## src/rtl/pipe_stage_buffer.sv

```systemverilog
// pipe_stage_buffer: elastic pipeline-stage register. A DEPTH-entry FIFO sits
// between two processor stages with a valid/ready handshake, a branch flush,
// an occupancy count, and a NOP bubble on the output while the stage is empty.
module pipe_stage_buffer #(
  parameter int          WIDTH      = 32,
  parameter int          DEPTH      = 2,
  parameter logic [31:0] BUBBLE_VAL = 32'h0000_0013
) (
  input  logic                       clk,
  input  logic                       rst,
  input  logic                       in_valid,
  output logic                       in_ready,
  input  logic [WIDTH-1:0]           in_data,
  output logic                       out_valid,
  input  logic                       out_ready,
  output logic [WIDTH-1:0]           out_data,
  input  logic                       flush,
  output logic [$clog2(DEPTH+1)-1:0] count
);

  localparam int CNT_W = $clog2(DEPTH + 1);
  // Keep pointers at least one bit wide so DEPTH=1 still elaborates cleanly.
  localparam int PTR_W = (DEPTH > 1) ? $clog2(DEPTH) : 1;

  localparam logic [CNT_W-1:0] CNT_FULL = CNT_W'(DEPTH);
  localparam logic [PTR_W-1:0] PTR_LAST = PTR_W'(DEPTH - 1);
  localparam logic [WIDTH-1:0] BUBBLE   = WIDTH'(BUBBLE_VAL);

  logic [WIDTH-1:0] mem_q [DEPTH];
  logic [PTR_W-1:0] wr_ptr_q, wr_ptr_d;
  logic [PTR_W-1:0] rd_ptr_q, rd_ptr_d;
  logic [CNT_W-1:0] count_q, count_d;
  logic             push;
  logic             pop;

  // Pointers wrap by explicit compare, so non-power-of-two depths work.
  function automatic logic [PTR_W-1:0] ptr_inc(input logic [PTR_W-1:0] p);
    if (p == PTR_LAST) begin
      return '0;
    end
    return p + 1'b1;
  endfunction

  // Handshake flags come only from registered occupancy; a full stage never
  // accepts, even in a cycle where the downstream stage is popping.
  assign in_ready  = (count_q != CNT_FULL);
  assign out_valid = (count_q != '0);
  assign push      = in_valid & in_ready;
  assign pop       = out_valid & out_ready;
  assign out_data  = out_valid ? mem_q[rd_ptr_q] : BUBBLE;
  assign count     = count_q;

  // Next-state for pointers and occupancy; flush wipes everything and
  // swallows any push or pop attempted in the same cycle.
  always_comb begin
    wr_ptr_d = wr_ptr_q;
    rd_ptr_d = rd_ptr_q;
    count_d  = count_q;
    if (flush) begin
      wr_ptr_d = '0;
      rd_ptr_d = '0;
      count_d  = '0;
    end else begin
      if (push) begin
        wr_ptr_d = ptr_inc(wr_ptr_q);
      end
      if (pop) begin
        rd_ptr_d = ptr_inc(rd_ptr_q);
      end
      if (push && !pop) begin
        count_d = count_q + 1'b1;
      end else if (pop && !push) begin
        count_d = count_q - 1'b1;
      end
    end
  end

  // Control state register; reset takes priority over flush.
  always_ff @(posedge clk) begin
    if (rst) begin
      wr_ptr_q <= '0;
      rd_ptr_q <= '0;
      count_q  <= '0;
    end else begin
      wr_ptr_q <= wr_ptr_d;
      rd_ptr_q <= rd_ptr_d;
      count_q  <= count_d;
    end
  end

  // Payload storage; contents of empty slots are never shown, so no reset.
  always_ff @(posedge clk) begin
    if (push && !flush && !rst) begin
      mem_q[wr_ptr_q] <= in_data;
    end
  end

endmodule

```

## config.mk

```make
export PLATFORM = sky130hd
export DESIGN_NAME = pipe_stage_buffer
export DESIGN_NICKNAME = d
export VERILOG_FILES = /design/src/rtl/pipe_stage_buffer.sv
export SDC_FILE = /design/constraint.sdc
export NUM_CORES = 1
export LEC_CHECK = 0
export BUFFER_PORTS_ARGS = -buffer_cell sky130_fd_sc_hd__buf_2
export CAP_MARGIN = 20
export CORE_MARGIN = 1
export CORE_UTILIZATION = 45
export CTS_CLUSTER_DIAMETER = 60
export DETAILED_ROUTE_END_ITERATION = 6
export PLACE_DENSITY = 0.68
export SLEW_MARGIN = 20
export SYNTH_ARGS = -nofsm -noshare
export SYNTH_HDL_FRONTEND = slang
export SYNTH_SLANG_ARGS = --single-unit
```

## constraint.sdc

```tcl
create_clock -name clk -period 5.05 [get_ports clk]
set_input_delay 0.505 -clock clk [delete_from_list [all_inputs] [get_ports clk]]
set_output_delay 0.505 -clock clk [all_outputs]
set_load 0.01 [all_outputs]
```

Word-level counts from Yosys, hierarchy flattened:

Memories as Yosys holds them, arrays and structs flattened. A register that Yosys moved wholly into a read port is not among the register bits.
Cells that the tools add are included.

* output and inout bits: 36
* bits in read-only memories: 0
* input port bits: 37
* latch bits: 0
* word-level logic and storage cells: 39
* register bits after elaboration: 4
* memories kept: 1
* bits in writable memories: 64

* add/sub/neg operators: 4
* eq/ne operators: 1
* bitwise gates (word level): 2
* shift-type cells: 0
* reductions and logical operators: 11
* $mul: 0
* multiplexer cells: 17
* div/mod/pow operators: 0
* magnitude comparators: 0

Memories
* mem_q: depth 2, width 32, rd ports 1, clocked after memory_dff 1, wr ports 1, RTL line 29 `logic [WIDTH-1:0] mem_q [DEPTH];`

Operators by type and width (number)
* two-way mux 32 bit: 1
* two-way mux 1 bit: 14
* logical AND 1 bit: 4
* logical NOT 1 bit: 4
* two-way mux 2 bit: 2
* nonzero test 2 bit: 2
* adder 1 bit (second input constant): 2
* adder 2 x 1 -> 2 bit (second input constant): 1
* AND 1 bit: 2
* inequality test 2 bit (second input constant): 1
* OR reduction 2 bit: 1
* subtractor 2 x 1 -> 2 bit (second input constant): 1

Depth between registers and ports, before layout:

Gate-level depths: netlist (run 1).

* depth after elaboration: 7
* depth in mapped cells: 6
* gate-level depth less buffers: 6

Worst setup path before layout (run 1):

No wires, ideal clock.

* path type: input -> register
* start point: input port flush
* end point: memory mem_q[0][0] (enable)
* stages: 3
* path slack: 0.534 ns
* path buffers: 1
* arrival: 4.015 ns
* setup time: 0.502 ns
* path through: or2_2 clkbuf_1 nor4_1

* cells in the longest elaborated chain, start to end: 5

RTL lines
* start: declaration: RTL line 17 `input logic flush,`
* logical NOT 1 bit: RTL line 93 `if (push && !flush && !rst) begin`
* logical AND 1 bit (2 in a row): RTL line 93
* two-way mux 1 bit: RTL line 93
* two-way mux 1 bit (implied by the code): RTL line 94 `mem_q[wr_ptr_q] <= in_data;`
* end: declaration: RTL line 29

Every way passes these cells.

==> metrics.yaml, run 1 <==
slew-limit-headroom_pct: 32.96
clock_latency_ns: 0.33
highest_layer: "met4"
powerDensity_nw_per_um2: 339.6
cp-start-kind: "flop"
grt_pass1_wl_mm: 7.017
rows: 27
cts_tree: "built"
nNetsFinal: 281
drv_cap: 0
area_growth_syn_to_layout_pct: 23.14
wl_met1_mm: 1.982
synth_seq_cells: 69
drt-initial-drc-count: 55
antenna_found_initial: 0
netlist.area_leader.share_pct: 72.69
die_height_um: 78.65
design.portCount: 73
ir_drop_v: 0.0002172
hold_class: "input port to flop"
chipWidth_um: 78.65
routabilityCongestion: 0.6922
grt_pass1_vias: 1489
worst_pin_slew_ns: 1.006
status: "finished, final reports clean"
ys_seq_area_share_pct: 76.48
finalMaxSlewViolations: 0
ys.warnings.count: 0
htreeDepth: 3
fp.coreArea_um2: 5574
viasPerCell: 4.762
cp_max_fo: 32
setup_violations: 0
total_power_mw: 1.106
critical_path_class: "flop to primary output"
tns_ns: 0
crit_arrival_ns: 1.93
drt_pre_antenna_iters: 4
max_freq_ghz: 0.4113
synth_fp_nets: 203
drc: 0
layout.area.seq_um2: 2023
p_leak_nw: 1.213
initial_utilization_pct: 47.43
critical_path_required_ns: 4.55
grt_max_degree: 33
grt_usage_pct: 15.73
cts_setup_buffers: 0
cts_resized: 0
hpwl_mm: 2.888
wl_mm: 4.425
cts-root-buf: "clkbuf_8"
timing.final.crit_share_pct: 48.14
fin_skew_ns: 0.004220
rsz0062_at_grt: "no"
clockBufferDepth: 2
whs_ns: 0.3631
postSynthCellCount: 165
layout-drive-gt1-share_pct: 37.25
fillers: 457
synth_area_um2: 2644
dieArea_um2: 6186
multiInputGateArea_um2: 595.6
postSynthAreaPerCell_um2: 16.02
period_minus_slack_ns: 2.431
synth.area.top_cells: "edfxtp_1 (73%), mux2i_1 (12%), nor2_1 (4.8%)"
num_vias: 1519
wl_met3_um: 230
cts_buffers: 9
wl_met2_mm: 2.145
clk_pin_slew_ns: 0.06
overflow: 0
port_buffers: 72
drt.antenna.violating_nets: 0
critPathCaptureType: "primary output"
reg2reg_slack_ns: 3.09
hold_viol: 0
wl_per_cell_um: 13.87
antenna_cells: 0
ys_types: 17
synth_area_leader_cell: "edfxtp_1"
ctsHoldBuffers: 0
clock-sinks: 69
## synth_stat cells
cell type	n
a21oi_1	2
buf_2	2
buf_4	3
clkbuf_1	3
dfxtp_1	5
edfxtp_1	64
ha_1	1
inv_1	4
mux2i_1	32
nand2_1	3
nor2_1	34
nor2b_2	1
nor4_1	2
o21ai_0	3
or2_2	1
or3_1	2
xor2_1	3
## area by class of cell
type | count | share of cell area (%)
multi-input combinational | 84 | 18.29
sequential | 69 | 62.14
clock inverter | 3 | 0.4228
timing repair buffer | 75 | 11.76
clock buffer | 12 | 4.151
tap | 72 | 2.767
inverter | 4 | 0.4612
## through the flow
step	instances	util (%)	setup slack, ns	instance area [um2]
2_1_floorplan	165	-	0.5339	2644
3_3_place_gp	304	55.42	2.449	3089
3_5_place_dp	304	55.42	2.391	3089
4_1_cts	319	58.09	2.627	3238
5_1_grt	319	58.41	2.532	3256
6_report	319	58.41	2.619	3256
## logic make-up after synthesis
family	after synthesis	synth area share (%)
compound gates	5	0.9464
xor+xnor	3	0.9940
fa+ha+maj	1	0.4732
buf+inv	12	2.224
flops	69	76.48
mux	32	12.12
simple gates	43	6.768
## power by group
part | internal [mW] | switching [mW]
clock | 0.172 | 0.177
combinational | 0.0463 | 0.0623
sequential | 0.639 | 0.00943
total | 0.857 | 0.248
## path summary, 6_finish.rpt
path / start / to / cells past startpoint
worst max-delay path: flop / out_data[12] / 3
worst min-delay path: in_data[16] / mem_q[0][16] / 1
worst min register to register: rd_ptr_q / flop / 2
worst max register to register: count[0] / mem_q[1][6] / 3
## placed cells by master, fill, tap and decap left out, types with 2 or more instances in the layout
cell type,netlist,routed
a21oi_1,2,2
clkbuf_1,3,3
clkinv_2,0,2
clkbuf_8,0,9
o21ai_0,3,3
nand2_1,3,3
buf_2,2,72
nor4_4,0,2
edfxtp_1,64,64
dfxtp_1,5,4
nor2_1,34,33
or3_1,2,2
mux2i_1,32,32
inv_1,4,4
xor2_1,3,3
buf_4,3,3
## registers in the layout (all words and copies together), names as in the netlist, named ones only
signal,count
count,2
wr_ptr_q,1
mem_q,64
rd_ptr_q,1
## metal layers
layer,up-vias,global-route usage [%]
met1,699,18.98
met2,58,26.00
met5,-,0
met3,8,4.186
li1,754,-
met4,0,7.778
## worst max-delay path: stages (launching register included)
cell     delay, ns
dfxtp_2       0.99
mux2i_1       0.34
nor2_1        0.09
buf_2         0.17
No activity file was read; power rests on OpenSTA's default activity.
==> run 2, diff against run 1 <==
==> constraint.sdc (replaced) <==
create_clock -name clk -period 2.3 [get_ports clk]
set_input_delay 0.23 -clock clk [delete_from_list [all_inputs] [get_ports clk]]
set_output_delay 0.23 -clock clk [all_outputs]
set_load 0.01 [all_outputs]
==> run 2 against run 1 <==
Clock power rose to 2.6 times the previous value. Worst hold slack got worse by 0.28 ns. Sequential share of layout area decreased by 0.99 points. Combinational power is 120% higher.
==> metrics.yaml, run 2 (synthesized netlist as in run 1, its figures left out) <==
design.portCount: 73  # unchanged
drc: 0  # unchanged
switching_power_mw: 0.5661  # was 0.2485 mW
clock-sinks: 69  # unchanged
area_growth_syn_to_layout_pct: 25.13  # was 23.14%
worst_pin_slew_ns: 0.5136  # was 1.006 ns
p_leak_nw: 1.241  # was 1.213 nW
nNetsFinal: 282  # was 281
rsz0062_at_grt: "no"  # unchanged
clock_latency_ns: 0.33  # about the same
initial_utilization_pct: 47.43  # unchanged
combPwrFrac_pct: 9.6  # was 9.8%
chipWidth_um: 78.65  # unchanged
drt-initial-drc-count: 108  # was 55
drt.antenna.violating_nets: 0  # unchanged
port_buffers: 72  # unchanged
overflow: 0  # unchanged
crit_arrival_ns: 1.68  # was 1.93 ns
path_buf_inv: 2  # was 1
antenna_cells: 0  # unchanged
clockBufferDepth: 2  # unchanged
grt_max_degree: 33  # unchanged
grt_pass1_wl_mm: 6.817  # was 7.017 mm
clock_power_share_pct: 35.1  # was 31.6%
pre_cts_ws_ns: 0.5497  # was 2.391 ns
die_height_um: 78.65  # unchanged
p_int_mw: 1.994  # was 0.8573 mW
hold_viol: 0  # unchanged
hpwl_mm: 2.850  # was 2.888 mm
wl_mm: 4.440  # was 4.425 mm
cp_slowest_cell: "dfxtp_2"  # unchanged
layout-drive-gt1-share_pct: 38.55  # was 37.25%
grt_usage_pct: 15.45  # was 15.73%
mostFrequentLayoutCells: "buf_2 (72), edfxtp_1 (64), nor2_1 (33)"  # unchanged
finalMaxSlewViolations: 0  # unchanged
swShare_pct: 22.11  # was 22.47%
largest_reg_flops: 64  # unchanged
ir_drop_v: 0.0004682  # was 0.0002172 V
critical_path_required_ns: 2.07  # was 4.55 ns
wl_per_cell_um: 13.83  # was 13.87 um
timing.final.crit_share_pct: 82.83
critical_path_class: "flop to primary output"  # unchanged
slew-limit-headroom_pct: 65.76  # was 32.96%
fin_ws_ns: 0.3948  # was 2.619 ns
fin_area_um2: 3308  # was 3256 um2
htreeDepth: 3  # unchanged
power_frac_seq_pct: 55.4  # was 58.6%
critPathCaptureType: "primary output"  # unchanged
num_vias: 1520  # was 1,519
path_delay_family: "flip-flops"  # unchanged
cp-start-kind: "flop"  # unchanged
dieArea_um2: 6186  # unchanged
cts-root-buf: "clkbuf_8"  # unchanged
fin_skew_ns: 0.004451  # was 0.004220 ns
cts_tree: "built"  # unchanged
drt_pre_antenna_iters: 4  # unchanged
cts_resized: 0  # unchanged
cts_setup_buffers: 0  # unchanged
place_area_um2: 3127  # was 3089 um2
antenna_found_initial: 0  # unchanged
status: "finished, final reports clean"  # unchanged
setup_violations: 0  # unchanged
whs_ns: 0.08288  # was 0.3631 ns
ctsHoldBuffers: 0  # unchanged
clk_pin_slew_ns: 0.07  # was 0.06 ns
viasPerCell: 4.735  # was 4.762
routabilityCongestion: 0.6831  # was 0.6922
largest-register: "mem_q"  # unchanged
period_minus_slack_ns: 1.905
rows: 27  # unchanged
cpPeakStageDelay_ns: 0.65  # was 0.99 ns
cts_buffers: 9  # unchanged
max_freq_ghz: 0.5249
grt_pass1_vias: 1438  # was 1,489
crit_chain: "buf_12 > mux2i_1 > nand2_1 > buf_2"  # was mux2i_1 > nor2_1 > buf_2
drv_cap: 0  # unchanged
mostFrequentLayoutCell: "buf_2"  # unchanged
fp.coreArea_um2: 5574  # unchanged
hold_class: "input port to flop"  # unchanged
cp_max_fo: 18  # was 32
powerDensity_nw_per_um2: 773.9  # was 339.6 nW/um2
run 2: path summary, 6_finish.rpt:
check               from  cells after the start  slack (ns)      endpoint
min          in_data[26]                      1        0.08  mem_q[0][26]
max reg2reg     count[1]                      5        0.55      count[1]
max                 flop                      4        0.39   out_data[1]
min reg2reg     rd_ptr_q                      2        0.54      rd_ptr_q
run 2: layout make-up:
type / instances / area [um2]
fill: 438 / 2266
tap: 72 / 90.09
sequential: 69 / 2023
clock buffer: 10 / 127.6
timing repair buffer: 76 / 402.9
multi-input combinational: 84 / 595.6
inverter: 4 / 15.01
clock inverter: 6 / 53.80
run 2: through the flow:
step	total power, mW	TNS [ns]	util, %	std cells
2_1_floorplan	1.576	-38.33	-	165
3_3_place_gp	1.686	0	56.09	305
3_5_place_dp	1.694	0	56.09	305
4_1_cts	2.582	0	59.35	321
5_1_grt	2.672	0	59.35	321
6_report	2.560	0	59.35	321
run 2: layer usage:
metal | wire length (um) | global-route usage (%) | vias up
li1 | - | - | 758
met1 | 1924 | 18.27 | 720
met2 | 2254 | 25.48 | 40
met3 | 237 | 3.256 | 2
met4 | 24 | 10.00 | 0
met5 | 0 | 0 | -
run 2: power groups by stage:
| stage | Clock, mW | Combinational (mW) | Sequential [mW] |
|---|---|---|---|
| after floorplan | 0 | 0.135 | 1.44 |
| after global placement | 0 | 0.242 | 1.44 |
| after detailed placement | 0 | 0.248 | 1.45 |
| after CTS | 0.915 | 0.249 | 1.42 |
| after global routing | 0.982 | 0.271 | 1.42 |
| final | 0.897 | 0.245 | 1.42 |
